[config.mk]
export PLATFORM = sky130hd
export DESIGN_NAME = dot_product_accumulator_flat
export DESIGN_NICKNAME = d
export VERILOG_FILES = /design/src/rtl/dot_product_accumulator_if.sv /design/src/rtl/dot_product_accumulator.sv /design/src/flat_wrapper.sv
export SDC_FILE = /design/constraint.sdc
export NUM_CORES = 1
export LEC_CHECK = 0
export CELL_PAD_IN_SITES_DETAIL_PLACEMENT = 0
export CELL_PAD_IN_SITES_GLOBAL_PLACEMENT = 2
export CORE_ASPECT_RATIO = 1.25
export CORE_MARGIN = 5
export CORE_UTILIZATION = 39
export DETAILED_ROUTE_END_ITERATION = 10
export PLACE_DENSITY = 0.88
export SYNTH_ARGS = -nofsm -noshare
export SYNTH_HDL_FRONTEND = slang
export SYNTH_SLANG_ARGS = --single-unit
[constraint.sdc]
create_clock -name clk -period 8.14 [get_ports clk]
set_clock_uncertainty 0.2 [all_clocks]
set_input_delay 1.628 -clock clk [delete_from_list [all_inputs] [get_ports clk]]
set_output_delay 1.628 -clock clk [all_outputs]
set_load 0.005 [all_outputs]
[src/rtl/dot_product_accumulator_if.sv]
`default_nettype none
// ============================================================================
//  Module     : dot_product_accumulator_if
//  Description: Operand/result bundle between the address-generator side and
//               the dot-product accumulator (product terms in, tagged results
//               and status out).
//  Revision   : 1.0 - initial release
// ============================================================================
interface dot_product_accumulator_if #(
    parameter int DIM    = 3,
    parameter int DATA_W = 8
) ();
    localparam int ACC_W = 2*DATA_W + $clog2(DIM+1);
    localparam int IDX_W = $clog2(DIM*DIM-1) + 1;

    logic              ena;
    logic              flag_in;
    logic [DATA_W-1:0] a_data;
    logic [DATA_W-1:0] b_data;
    logic [ACC_W-1:0]  res;
    logic              res_valid;
    logic [IDX_W-1:0]  res_idx;
    logic              done;
    logic              err;

    // Term source: drives the request strobe, marker and RAM read data.
    modport master (
        output ena, flag_in, a_data, b_data,
        input  res, res_valid, res_idx, done, err
    );

    // Accumulator: consumes terms, produces results and status.
    modport slave (
        input  ena, flag_in, a_data, b_data,
        output res, res_valid, res_idx, done, err
    );
endinterface
`default_nettype wire

[src/rtl/dot_product_accumulator.sv]
`default_nettype none
// ============================================================================
//  Module     : dot_product_accumulator
//  Description: Multiplies A/B RAM read data pairwise and sums DIM products per
//               output element; emits each result tagged with its linear
//               index, an end-of-matrix pulse and a sticky sweep-marker error.
//               Build option DOTP_SIGNED_EN selects two's-complement operands
//               (default: unsigned).
//  Revision   : 1.0 - initial release
// ============================================================================
module dot_product_accumulator #(
    parameter int DIM    = 3,
    parameter int DATA_W = 8
) (
    input  logic                      clk,
    input  logic                      rst,
    dot_product_accumulator_if.slave  bus
);
    localparam int ACC_W = 2*DATA_W + $clog2(DIM+1);
    localparam int IDX_W = $clog2(DIM*DIM-1) + 1;
    localparam int K_W   = (DIM > 1) ? $clog2(DIM) : 1;

    localparam logic [K_W-1:0]   K_LAST   = K_W'(DIM-1);
    localparam logic [IDX_W-1:0] IDX_LAST = IDX_W'(DIM*DIM-1);

    // Operands widened to twice their width so the low half of the
    // multiply is the exact product in either number format.
    logic [2*DATA_W-1:0] w_op_a;
    logic [2*DATA_W-1:0] w_op_b;
    logic [2*DATA_W-1:0] w_prod;
    logic [ACC_W-1:0]    w_prod_ext;
    logic [ACC_W-1:0]    w_sum;

`ifdef DOTP_SIGNED_EN
    assign w_op_a     = {{DATA_W{bus.a_data[DATA_W-1]}}, bus.a_data};
    assign w_op_b     = {{DATA_W{bus.b_data[DATA_W-1]}}, bus.b_data};
    assign w_prod     = w_op_a * w_op_b;
    assign w_prod_ext = {{(ACC_W-2*DATA_W){w_prod[2*DATA_W-1]}}, w_prod};
`else
    assign w_op_a     = {{DATA_W{1'b0}}, bus.a_data};
    assign w_op_b     = {{DATA_W{1'b0}}, bus.b_data};
    assign w_prod     = w_op_a * w_op_b;
    assign w_prod_ext = {{(ACC_W-2*DATA_W){1'b0}}, w_prod};
`endif

    logic              r_v1;
    logic              r_v2;
    logic [ACC_W-1:0]  r_prod;
    logic [ACC_W-1:0]  r_acc;
    logic [K_W-1:0]    r_k;
    logic              r_emit;
    logic [ACC_W-1:0]  r_res;
    logic              r_res_valid;
    logic [IDX_W-1:0]  r_idx;
    logic [K_W-1:0]    r_k_in;
    logic [IDX_W-1:0]  r_idx_in;
    logic              r_err;

    // First term of an element loads instead of adding.
    assign w_sum = ((r_k == '0) ? '0 : r_acc) + r_prod;

    // Valid shift and product register (read data arrives one cycle after ena).
    always_ff @(posedge clk) begin
        if (rst) begin
            r_v1   <= 1'b0;
            r_v2   <= 1'b0;
            r_prod <= '0;
        end else begin
            r_v1 <= bus.ena;
            r_v2 <= r_v1;
            if (r_v1) begin
                r_prod <= w_prod_ext;
            end
        end
    end

    // Accumulate terms; on the final term publish the sum and flag emission.
    always_ff @(posedge clk) begin
        if (rst) begin
            r_acc  <= '0;
            r_k    <= '0;
            r_res  <= '0;
            r_emit <= 1'b0;
        end else begin
            r_emit <= 1'b0;
            if (r_v2) begin
                r_acc <= w_sum;
                if (r_k == K_LAST) begin
                    r_res  <= w_sum;
                    r_emit <= 1'b1;
                    r_k    <= '0;
                end else begin
                    r_k <= r_k + 1'b1;
                end
            end
        end
    end

    // Result strobe and element index; index advances after each pulse.
    always_ff @(posedge clk) begin
        if (rst) begin
            r_res_valid <= 1'b0;
            r_idx       <= '0;
        end else begin
            r_res_valid <= r_emit;
            if (r_res_valid) begin
                r_idx <= (r_idx == IDX_LAST) ? '0 : r_idx + 1'b1;
            end
        end
    end

    // Track the position of each accepted term to vet the end-of-sweep marker.
    always_ff @(posedge clk) begin
        if (rst) begin
            r_k_in   <= '0;
            r_idx_in <= '0;
            r_err    <= 1'b0;
        end else if (bus.ena) begin
            if (bus.flag_in && !((r_k_in == K_LAST) && (r_idx_in == IDX_LAST))) begin
                r_err <= 1'b1;
            end
            if (r_k_in == K_LAST) begin
                r_k_in   <= '0;
                r_idx_in <= (r_idx_in == IDX_LAST) ? '0 : r_idx_in + 1'b1;
            end else begin
                r_k_in <= r_k_in + 1'b1;
            end
        end
    end

    assign bus.res       = r_res;
    assign bus.res_valid = r_res_valid;
    assign bus.res_idx   = r_idx;
    assign bus.done      = r_res_valid && (r_idx == IDX_LAST);
    assign bus.err       = r_err;

endmodule
`default_nettype wire

[src/flat_wrapper.sv]
// flat-port wrapper written by rule: the top's interface ports become plain ports
module dot_product_accumulator_flat 
#(
    parameter int DIM    = 3,
    parameter int DATA_W = 8
)
  (clk, rst, bus_ena, bus_flag_in, bus_a_data, bus_b_data, bus_res, bus_res_valid, bus_res_idx, bus_done, bus_err);
  dot_product_accumulator_if #(.DIM(DIM), .DATA_W(DATA_W)) bus_i ();
  input  logic clk;
  input  logic rst;
  input wire logic [$bits(bus_i.ena)-1:0] bus_ena;
  input wire logic [$bits(bus_i.flag_in)-1:0] bus_flag_in;
  input wire logic [$bits(bus_i.a_data)-1:0] bus_a_data;
  input wire logic [$bits(bus_i.b_data)-1:0] bus_b_data;
  output wire logic [$bits(bus_i.res)-1:0] bus_res;
  output wire logic [$bits(bus_i.res_valid)-1:0] bus_res_valid;
  output wire logic [$bits(bus_i.res_idx)-1:0] bus_res_idx;
  output wire logic [$bits(bus_i.done)-1:0] bus_done;
  output wire logic [$bits(bus_i.err)-1:0] bus_err;
  assign bus_i.ena = bus_ena;
  assign bus_i.flag_in = bus_flag_in;
  assign bus_i.a_data = bus_a_data;
  assign bus_i.b_data = bus_b_data;
  assign bus_res = bus_i.res;
  assign bus_res_valid = bus_i.res_valid;
  assign bus_res_idx = bus_i.res_idx;
  assign bus_done = bus_i.done;
  assign bus_err = bus_i.err;
  dot_product_accumulator #(.DIM(DIM), .DATA_W(DATA_W)) u_core (.clk(clk), .rst(rst), .bus(bus_i));
endmodule
Word-level counts from Yosys, hierarchy flattened. Index checks and enable logic that the tools add are counted.

Register bits: 69. Word-level logic and storage cells: 38.

$add $sub $neg: 5. Multipliers: 1. Equal/unequal tests: 4. Mux-type cells: 6. Bitwise operators: 1. Reductions and logical operators: 9.

Operators by type and width (number): $add 18x16->18 (1); $mux 18 (1); $mul 8x8->16 (1); $add 4x1->4 const B (2); $eq 4x4->1 const B (2); $mux 4 (2); $reduce_and 2->1 (3); $add 2x1->2 const B (2); $eq 2x2->1 const B (2); $mux 2 (2); $logic_and 1x1->1 (3); $logic_not 2->1 (1); $reduce_or 2->1 (1); $logic_not 1->1 (1); $mux 1 (1); $not 1->1 (1).

Longest topological paths before layout. Gate-level depths: netlist (run 1).

Depth in word-level cells: 5. Mapped depth: 16. Mapped depth without buffers: 16.

Worst setup path before layout (run 1). Ideal clock, no wire load.

Path type: input to register. Start: in bus_a_data[1]. End: reg u_core.r_prod[13]. Data arrival time: 5393 ps. Data required time: 7877 ps. Setup slack: 2484 ps. Stages: 14. Buffers on the path: 0. Cells stage by stage: and2_1 fa_1 fa_1 fa_1 inv_1 fa_1 inv_1 ha_1 o211ai_1 a21oi_1 o311a_4 o21ai_1 or4b_1 nand3_1.

Cells in the longest elaborated chain, start to end: 1.

RTL lines: from (decl) (RTL line flat_wrapper.sv:13) `input wire logic [$bits(bus_i.a_data)-1:0] bus_a_data;`; $mul 8x8->16 (RTL line dot_product_accumulator.sv:42) `assign w_prod = w_op_a * w_op_b;`; to (signal assigned) (RTL line dot_product_accumulator.sv:72) `r_prod <= w_prod_ext;`; to (decl) (RTL line dot_product_accumulator.sv:48) `logic [ACC_W-1:0] r_prod;`.

Every way passes these cells. A chain may end at the register's enable or synchronous reset.

Final worst setup path (run 1). Same ends and word-level chain as after synthesis.

==> run metrics, run 1 <==
Synth Area per Inst=8.56 um^2; Port Buffers=44; Final TNS setup=0 ns; DR pass1 iterations=4; pre-CTS WS=1.66 ns; layout cells sized above 1=4.38%; final count of hold timing violations=0; routability cong.=0.883; CTS clk-pin slew, worst paths=0.06 ns; crit path time final=6.11 ns; Hold Crit Class=flip-flop to flip-flop; initial core utilization=39.7%; largest family of logic cells by synthesized area=adder cells; initial antenna violation count=0; maximum vdd drop=120 uV; compound-cell area share of the yosys netlist=15.9%; # resized after CTS=0; Yosys top cell area share=24.2%; total grt overflow=0; Hold Buf Count CTS=0; Yosys top cell by area=dfxtp_1; clock root buffer=clkbuf_16; core area=14300 um^2; Yosys cell types=59; Routed Antenna Nets=0; die span in y=145 um; commonest non-fill, non-tap cells in the layout=dfxtp_1, nand2_1, inv_1, ha_1, and2_1; crit path max fanout=8; Yosys Warn Count=0; Worst-Skew Late Latency=0.33 ns; total track usage=14.3%; Worst setup EP type=flip-flop; Tcrit/Tclk final=75.1%; Synth Cell Area=5700 um^2; Area growth, synth to finish=16.8%; unrepaired setup endpoints after global routing=no; startpoint class of the critical path=primary input; drt drc=0; post-DP HPWL=9480 um; Post-synth EDFFs=0; fmax=164 MHz; hold depth=1; Max-cap violations=0; Clock Sinks=69; Die W=118 um; critical path class=primary input to flip-flop; Iter 0 DRT Violations=228; leakage power=2.81 nW; worst setup path start=bus_a_data[1]; cts bufs inserted=9; sequential area share after synthesis=24.2%; worst path required time=8.22 ns; Final Core Density=46.4%; Fillers=1447; post-synthesis simple-gate area fraction=21.8%; via count=4489; most common cell after layout, fill and taps aside=dfxtp_1; Async SR Flop Fraction=0%; final worst slack=2.03 ns; mux cell area share after synthesis=3.16%; DR vias/cell=5.07; Hold Slack=0.246 ns; Row Count=49; first-pass GRT wire length=20900 um; most common flop cell mapped by yosys=dfxtp_1; status=completed; final setup violation count=0; Crit path arrival time=6.19 ns; Seq cells post-synth=69; post-synthesis xor/xnor area fraction=3.84%; Pwr Density=197 nW/um^2; adder-cell share of the synthesized area=25.3%; final net count=815; worst r2r src=u_core.r_k[0]; Syn Nets=779; clk buf depth=2; HP Start=u_core.r_emit; CTS tree=yes; WL final=12200 um; routed len/inst=13.7 um; Post-Synthesis Cells=666; power after layout=1.31 mW; H-tree depth=3; Post-CTS Setup Bufs=0; largest net degree at the start of global routing=80; relative slew slack=40.1%; Worst R2R Path Depth=12; vias in the first global route=4444; Synth area leaders=dfxtp_1, fa_1, ha_1; antenna fix cells=0; die area=17100 um^2; Max Slew Vio Count=0; IO Pins=45; Worst-Margin Slew=0.898 ns
## routing by layer
| layer | part of all wire (%) | vias to the layer above | global-route usage, % |
|---|---|---|---|
| met5 | 0 | - | 0 |
| met2 | 48 | 70 | 24.1 |
| met1 | 47 | 2062 | 18.4 |
| met4 | 2.1 | 0 | 4.93 |
| met3 | 2.9 | 20 | 2.61 |
| li1 | - | 2337 | - |
## state kept, by name, summed over array words and instances (netlist names)
register              cells
u_core.r_v1               1
u_core.bus.res_idx        4
u_core.bus.res_valid      1
u_core.r_emit             1
u_core.r_v2               1
u_core.r_k                2
u_core.bus.res           18
u_core.r_k_in             2
u_core.bus.err            1
u_core.r_acc             18
u_core.r_idx_in           4
u_core.r_prod            16
## power breakdown
group	internal [mW]	total [mW]	switching, mW
Combinational	0.211	0.479	0.268
Clock	0.316	0.461	0.145
Sequential	0.358	0.372	0.0136
Total	0.885	1.31	0.427
## synthesized netlist by cell type (2+ instances only)
| cell type | number |
|---|---|
| nand2_1 | 68 |
| or3_1 | 5 |
| nand3b_1 | 6 |
| o211ai_1 | 4 |
| nor3b_1 | 6 |
| a211oi_1 | 12 |
| a21oi_1 | 40 |
| buf_1 | 7 |
| nor4b_1 | 2 |
| nor3_1 | 8 |
| o21ai_1 | 7 |
| o41ai_1 | 2 |
| o21ai_0 | 10 |
| xor2_1 | 4 |
| a31oi_1 | 5 |
| nor2b_1 | 21 |
| a21o_1 | 14 |
| mux2i_1 | 18 |
| clkbuf_1 | 15 |
| nand4_1 | 6 |
| a21oi_2 | 2 |
| fa_1 | 37 |
| nand3_1 | 9 |
| o21bai_1 | 4 |
| a211oi_2 | 2 |
| inv_1 | 63 |
| a211o_1 | 3 |
| o31ai_1 | 4 |
| ha_1 | 56 |
| and2_1 | 52 |
| o21a_1 | 4 |
| dfxtp_1 | 69 |
| nor2_1 | 47 |
| o22ai_1 | 4 |
| xnor2_1 | 21 |
| nand2b_1 | 6 |
## path summary, 6_finish.rpt
kind / end / slack (ns)
max: u_core.r_prod[13] / 2.03
min: u_core.bus.res_valid / 0.25
max reg2reg: u_core.bus.res[16] / 4.87
min reg2reg: u_core.bus.res_valid / 0.25
## kinds of logic after synthesis
logic type               Yosys count
XOR/XNOR                          25
AND/OR/NAND/NOR                  243
flip-flops                        69
buffers and inverters             86
multiplexers                      18
adder cells (fa/ha/maj)           93
AO/OA/AOI/OAI                    132
## final cells by class
cell class              count  area (um^2)  share of cell area [%]
multi-input cells         511         3990                    60.0
flip-flops and latches     69         1380                    20.8
repair buffers             48          465                    6.99
clock buffers              11          253                    3.80
inverters                  63          236                    3.55
well taps                 178          223                    3.35
clock inverters             5          106                    1.60
## through the flow
stage                     area (um^2)  cells
after CTS                        6660    885
after floorplan                  5700    666
after global placement           6300    869
after detailed placement         6300    869
final                            6660    885
after global routing             6660    885
## critical path: stages
cell             delay (ns)
clkdlybuf4s50_1        0.53
and2_1                 0.24
fa_1                   0.50
fa_1                   0.52
fa_1                   0.55
inv_1                  0.05
fa_1                   0.52
inv_1                  0.04
ha_1                   0.35
o211ai_1               0.11
a21oi_1                0.28
o311a_4                0.25
o21ai_1                0.07
or4b_1                 0.47
nand3_1                0.09
Power figures use the tool's default switching activity.
==> run 2: changes to the inputs <==
Settings changed: CORE_UTILIZATION 39 to 37, PLACE_DENSITY 0.88 to 0.84.
Clock period 8.14 ns to 6 ns, I/O delays scaled along.
==> run metrics, run 2 (synthesis gave the netlist of run 1 again) <==
die area=18000 um^2; Row Count=50; Sw Pwr=588 uW; relative slew slack=38.9%; Worst R2R Path Depth=12; H-tree depth=3; fmax=176 MHz; initial antenna violation count=0; reg-to-reg setup timing slack=2.79 ns; die span in y=149 um; Clock Sinks=69; Crit path top cell by count=fa_1; startpoint class of the critical path=primary input; Die W=121 um; Tcrit/Tclk final=94.5%; clk buf depth=2; routability cong.=0.881; total track usage=14.2%; total grt overflow=0; Pwr Density=256 nW/um^2; clock root buffer=clkbuf_16; Hold Crit Class=flip-flop to flip-flop; Int Power=1.13 mW; Cell Area, Placed=6410 um^2; leakage power=2.84 nW; status=completed; most common cell after layout, fill and taps aside=dfxtp_1; initial core utilization=37.8%; delay of the slowest critical-path stage=0.60 ns; DR vias/cell=4.91; Port Buffers=44; placed insts=910; Flop pwr share=29.4%; vias in the first global route=4502; Hold Buf Count CTS=0; crit path max fanout=8; Max-cap violations=0; worst path required time=6.07 ns; critical path class=primary input to flip-flop; Area growth, synth to finish=17.8%; Routed Antenna Nets=0; pre-CTS WS=-0.0259 ns; combinational power share=40.0%; # resized after CTS=0; Clock Power Share=30.6%; Iter 0 DRT Violations=191; final count of hold timing violations=0; final net count=826; power after layout=1.72 mW; switching share of power=34.3%; CTS tree=yes; Worst-Margin Slew=0.917 ns; Post-CTS Setup Bufs=0; largest net degree at the start of global routing=51; final setup violation count=0; Worst-Skew Late Latency=0.33 ns; DR pass1 iterations=4; first-pass GRT wire length=21200 um; post-DP HPWL=9810 um; hold depth=1; critical path, cell by cell=clkdlybuf4s50_1 -> nand2_1 -> fa_1 -> fa_1 -> inv_1 -> fa_1 -> inv_1 -> fa_1 -> inv_1 -> ha_1 -> o211ai_1 -> a21oi_1 -> o311a_4 -> o21ai_1 -> or4b_1 -> nand3_1; cts bufs inserted=9; Worst setup EP type=flip-flop; IO Pins=45; layout cells sized above 1=5.71%; final worst slack=0.329 ns; WL final=12400 um; Final Core Density=44.5%; crit path time final=5.67 ns; Max Slew Vio Count=0; drt drc=0; commonest non-fill, non-tap cells in the layout=dfxtp_1, nand2_1, inv_1, ha_1, and2_1; fin cells=926; routed len/inst=13.4 um; core area=15100 um^2; antenna fix cells=0; cell area after layout=6710 um^2; via count=4551; maximum vdd drop=113 uV; unrepaired setup endpoints after global routing=no; Crit path arrival time=5.74 ns; CTS clk-pin slew, worst paths=0.05 ns; Slowest cell on crit path=clkdlybuf4s50_1
## run 2: changes by cell type in the layout (fill, tap and decap cells not counted), sizes merged
cell | before | now
inv | 63 | 64
bufinv | 3 | 1
clkinv | 1 | 3
clkbuf | 11 | 10
buf | 5 | 16
## run 2: cell type report
| class | count | area, um^2 |
|---|---|---|
| Sequential cell | 69 | 1380 |
| Multi-Input combinational cell | 511 | 3990 |
| Inverter | 63 | 236 |
| Tap cell | 208 | 260 |
| Clock inverter | 6 | 61.3 |
| Fill cell | 1531 | 8360 |
| Timing Repair Buffer | 59 | 548 |
| Clock buffer | 10 | 239 |
## run 2: routing by layer
metal / track usage (%) / share of wire, % / up-vias
li1: - / - / 2367
met1: 17.9 / 47 / 2100
met2: 24.7 / 48 / 74
met3: 2.01 / 3.3 / 10
met4: 4.65 / 1.4 / 0
met5: 0 / 0 / -
## run 2: metrics by stage
stage | hold WS [ns] | TNS (ns)
detailed placement | 0.243 | -0.0259
finish | 0.245 | 0
CTS | 0.254 | 0
global route | 0.257 | 0
global placement | 0.229 | 0
floorplan | 0.214 | 0
## run 2: power groups by stage
stage	registers, mW	clock network (mW)	logic [mW]
floorplan	0.507	0	0.525
global placement	0.513	0	0.684
detailed placement	0.514	0	0.692
CTS	0.504	0.542	0.699
global route	0.507	0.565	0.796
finish	0.504	0.526	0.687
## run 2: critical path, delay by kind of cell
kind	cells	cell delay, ns
compound gates	4	0.66
fa+ha+maj	5	2.43
buf+inv	4	0.74
simple gates	3	0.68
## run 2: path summary, 6_finish.rpt
kind,to,startpoint
min reg2reg,u_core.bus.res_valid,u_core.r_emit
max,u_core.r_prod[13],bus_b_data[6]
min,u_core.bus.res_valid,u_core.r_emit
max reg2reg,u_core.bus.res[16],u_core.r_k[0]
==> edit 1: new RTL, settings of run 2 <==
`DATA_W` is set to 8 in 3 places; all go to 6.
--- a/src/rtl/dot_product_accumulator_if.sv
+++ b/src/rtl/dot_product_accumulator_if.sv
@@ -8,7 +8,7 @@
 // ============================================================================
 interface dot_product_accumulator_if #(
     parameter int DIM    = 3,
-    parameter int DATA_W = 8
+    parameter int DATA_W = 6
 ) ();
     localparam int ACC_W = 2*DATA_W + $clog2(DIM+1);
     localparam int IDX_W = $clog2(DIM*DIM-1) + 1;
--- a/src/rtl/dot_product_accumulator.sv
+++ b/src/rtl/dot_product_accumulator.sv
@@ -10,7 +10,7 @@
 // ============================================================================
 module dot_product_accumulator #(
     parameter int DIM    = 3,
-    parameter int DATA_W = 8
+    parameter int DATA_W = 6
 ) (
     input  logic                      clk,
     input  logic                      rst,
--- a/src/flat_wrapper.sv
+++ b/src/flat_wrapper.sv
@@ -2,7 +2,7 @@
 module dot_product_accumulator_flat 
 #(
     parameter int DIM    = 3,
-    parameter int DATA_W = 8
+    parameter int DATA_W = 6
 )
   (clk, rst, bus_ena, bus_flag_in, bus_a_data, bus_b_data, bus_res, bus_res_valid, bus_res_idx, bus_done, bus_err);
   dot_product_accumulator_if #(.DIM(DIM), .DATA_W(DATA_W)) bus_i ();
Ports: changed (resized bus_a_data, bus_b_data and bus_res); port bits go from 45 to 37. No check against the original RTL was run, so the function may have changed too.
==> edit 1 against run 2 <==
Highest routed layer unchanged. First-iteration DRC count is 17% lower. Total power shrank 35%. Largest power group is now the clock network. Sequential share of layout area rose by 4.1 points. Die area shrank 30%. Setup slack improved by 0.44 ns. Sequential cell count fell by 12. Largest cell class unchanged. Global-route usage up 0.58 points. Sequential power decreased by 19%. Cell area fell by 31%. Critical endpoint is now u_core.r_prod[11]$_SDFFE_PP0P_. Wire length is 33% lower. Area after synthesis decreased by 32%.
==> edit 1: results (changes against run 2) <==
* Status: finished clean
* IO buf count at 36 (-18%)
* Peak VDD IR at 0.1715 mV (+51%)
* Syn_area_per_cell at 8.685 µm² (+1.5%)
* DR iter-0 viols at 159 (-17%)
* GRT Overall Usage at 14.75% (+0.58 points)
* Dpl ws at 0.4465 ns (+0.4724 ns)
* Reg area at 1141 µm² (-17%)
* CP Data Arrival Time at 5.24 ns (-0.50 ns)
* R2R depth at 11 (-1)
* Worst Setup EP: u_core.r_prod[11]$_SDFFE_PP0P_
* GR Util met1 at 18.38% (+0.46 points)
* Vias in the first global route at 3295 (-27%)
* Area of the multi-input gates at 2552 µm² (-36%)
* FF+latch count, synth at 57 (-17%)
* Register area share after synthesis at 29.46% (+5.2 points)
* Critical path startpoint: bus_a_data[3]
* Reg-to-reg slack, setup at 2.50 ns (-0.29 ns)
* Fin crit share at 87.20% (-7.3 points)
* Wl on met1 at 3.908 mm (-33%)
* RePlAce Congestion at 0.8436 (-4.2%)
* Placed instance count at 597 (-34%)
* Leakage at 1.921 nW (-32%)
* Largest net degree at the start of global routing at 61 (+20%)
* Routed vias at 3098 (-32%)
* Met3 wire length at 321 µm (-21%)
-- edit 1: cell count changes after synthesis, sizes merged, moves of 10 or more --
cell / change
nor2: -10
a21oi: -13
a211oi: -11
inv: -32
dfxtp: -12
and2: -12
nand2: -23
nor2b: -16
fa: -19
ha: -20
-- edit 1: worst max-delay path, cell delays in order --
cell,delay [ns]
clkdlybuf4s50_1,0.50
and2_1,0.22
fa_1,0.53
inv_1,0.04
fa_1,0.48
fa_1,0.55
inv_1,0.04
ha_1,0.32
a21o_1,0.19
a21oi_1,0.22
o21ai_0,0.16
or4_1,0.44
a211o_1,0.26
o311ai_0,0.08
-- edit 1: cell families after synthesis --
logic type | count (synthesis)
simple gates | 180
compound gates | 76
flops | 57
fa+ha+maj | 54
buf+inv | 48
mux | 16
xor+xnor | 15
-- edit 1: power by group --
group / switching (mW) / leakage [nW] / internal [mW]
Combinational: 0.127 / 1.32 / 0.109
Sequential: 0.0129 / 0.462 / 0.394
Clock: 0.169 / 0.139 / 0.299
==> edit 2: new RTL, flow settings as in run 2 <==
Made on the original files. Reset style: asynchronous (`rst`), changed in 4 clocked blocks.
--- a/src/rtl/dot_product_accumulator.sv
+++ b/src/rtl/dot_product_accumulator.sv
@@ -60,7 +60,7 @@
     assign w_sum = ((r_k == '0) ? '0 : r_acc) + r_prod;
 
     // Valid shift and product register (read data arrives one cycle after ena).
-    always_ff @(posedge clk) begin
+    always_ff @(posedge clk or posedge rst) begin
         if (rst) begin
             r_v1   <= 1'b0;
             r_v2   <= 1'b0;
@@ -75,7 +75,7 @@
     end
 
     // Accumulate terms; on the final term publish the sum and flag emission.
-    always_ff @(posedge clk) begin
+    always_ff @(posedge clk or posedge rst) begin
         if (rst) begin
             r_acc  <= '0;
             r_k    <= '0;
@@ -97,7 +97,7 @@
     end
 
     // Result strobe and element index; index advances after each pulse.
-    always_ff @(posedge clk) begin
+    always_ff @(posedge clk or posedge rst) begin
         if (rst) begin
             r_res_valid <= 1'b0;
             r_idx       <= '0;
@@ -110,7 +110,7 @@
     end
 
     // Track the position of each accepted term to vet the end-of-sweep marker.
-    always_ff @(posedge clk) begin
+    always_ff @(posedge clk or posedge rst) begin
         if (rst) begin
             r_k_in   <= '0;
             r_idx_in <= '0;
Check against the original RTL: differs if rst is asserted again (counterexample within 4 cycles, from zero or initial values and one cycle with rst high); with rst held inactive, the same outputs for 10 cycles.
==> edit 2 against run 2 <==
Setup slack better by 0.029 ns. Sequential cell count stayed put. Wire length is 8.8% lower. Core utilization is 0.11 points higher. Cell area is 0.24% higher. Area after synthesis hardly changed. Synthesized cell count is 12% lower. Critical path type unchanged. Critical endpoint is now u_core.r_prod[14]$_DFFE_PP0P_. Largest cell class unchanged. Highest routed layer unchanged.
Power is not compared: it rests on default switching activity, and its combinational part moved more than twofold at a synthesized area within 25%.
==> edit 2: results (changes against run 2) <==
* Status: finished clean
* Register area share after synthesis at 30.28% (+6.0 points)
* CP Data Arrival Time at 5.65 ns (-0.09 ns)
* R2R depth at 10 (-2)
* GRT Overall Usage at 13.43% (-0.74 points)
* Critical path startpoint: bus_a_data[4]
* Synth Flop Type: dfrtp_1
* Met2 routed WL at 5.632 mm (-6.6%)
* Cell variety after synth at 52 (-12%)
* Post-layout nets at 754 (-8.7%)
* DR iter-0 viols at 201 (+5.2%)
* Hold Crit Depth at 0 (-1)
* Area after DPL at 6436 µm² (+0.35%)
* Slowest CP cell: clkdlybuf4s50_1
* Mapped Nets at 700 (-10%)
* Actual slew at the worst max-slew pin at 0.6231 ns (-0.2940 ns)
* Placed instance count at 838 (-7.9%)
* Commonest cells post-synth: 71 x inv_1, 69 x dfrtp_1, 61 x nand2_1
* Max incr delay on CP at 0.64 ns (+0.04 ns)
* First-pass GRT wire length at 19.84 mm (-6.4%)
* FFs w/ async S/R, synth at 100.0% (+100 points)
* Hpwl dp at 9.151 mm (-6.7%)
* Layout cell share with drive strength beyond 1 at 9.922% (+4.2 points)
* Synth area leaders: dfrtp_1 30%, fa_1 13%, ha_1 12%
* Worst Setup EP: u_core.r_prod[14]$_DFFE_PP0P_
* DR WL/cell at 13.30 µm (-1.0%)
* GR Util met1 at 16.77% (-1.1 points)
* RePlAce Congestion at 0.8646 (-1.9%)
* Hold path startpoint: u_core.r_emit$_DFF_PP0_
* Design area at 6730 µm² (+0.24%)
* Leakage at 3.137 nW
* Synth warn at 0 (unchanged)
* R2r startpoint: u_core.r_k[0]$_DFFE_PP0P_
* Wl on met1 at 5.242 mm (-10%)
* Cells after Synth at 587 (-12%)
* Routed vias at 4158 (-8.6%)
* Total Wirelength at 11.35 mm (-8.8%)
* Hold path endpoint: u_core.bus.res_valid$_DFF_PP0_
* Met3 wire length at 251 µm (-38%)
* Met3 GRT Util at 1.897% (-0.11 points)
* GR Layer Usage met2 at 23.20% (-1.5 points)
* Reg-to-reg slack, setup at 2.60 ns (-0.19 ns)
* Reg2Reg Capture Point: u_core.bus.res[14]$_DFFE_PP0P_
* ANT cells at 0 (unchanged)
[edit 2: area by class of cell]
| class | count | area [µm²] |
|---|---|---|
| Clock inverter | 1 | 30.03 |
| Timing Repair Buffer | 54 | 515.5 |
| Tap cell | 208 | 260.3 |
| Inverter | 71 | 266.5 |
| Multi-Input combinational cell | 436 | 3667 |
| Fill cell | 1446 | 8347 |
| Sequential cell | 69 | 1727 |
| Clock buffer | 14 | 264.0 |
[edit 2: cells by family after synthesis]
family,after synthesis,synth area share (%)
xor+xnor,22,3.379
simple gates,190,17.62
compound gates,98,11.61
buf+inv,82,5.419
flops,69,30.28
mux,33,6.428
fa+ha+maj,93,25.27
[edit 2: stage by stage]
stage	hold WS (ns)	worst slack, ns
floorplan	0.1312	0.8435
global placement	0.1334	0.08819
detailed placement	0.1381	0.01675
CTS	0.1508	0.3654
global route	0.1528	0.04013
finish	0.1496	0.3587
[edit 2: where the power goes]
part / switching, mW / internal [mW]
clock network: 0.184 / 0.342
registers: 0.132 / 0.677
logic: 0.977 / 0.891
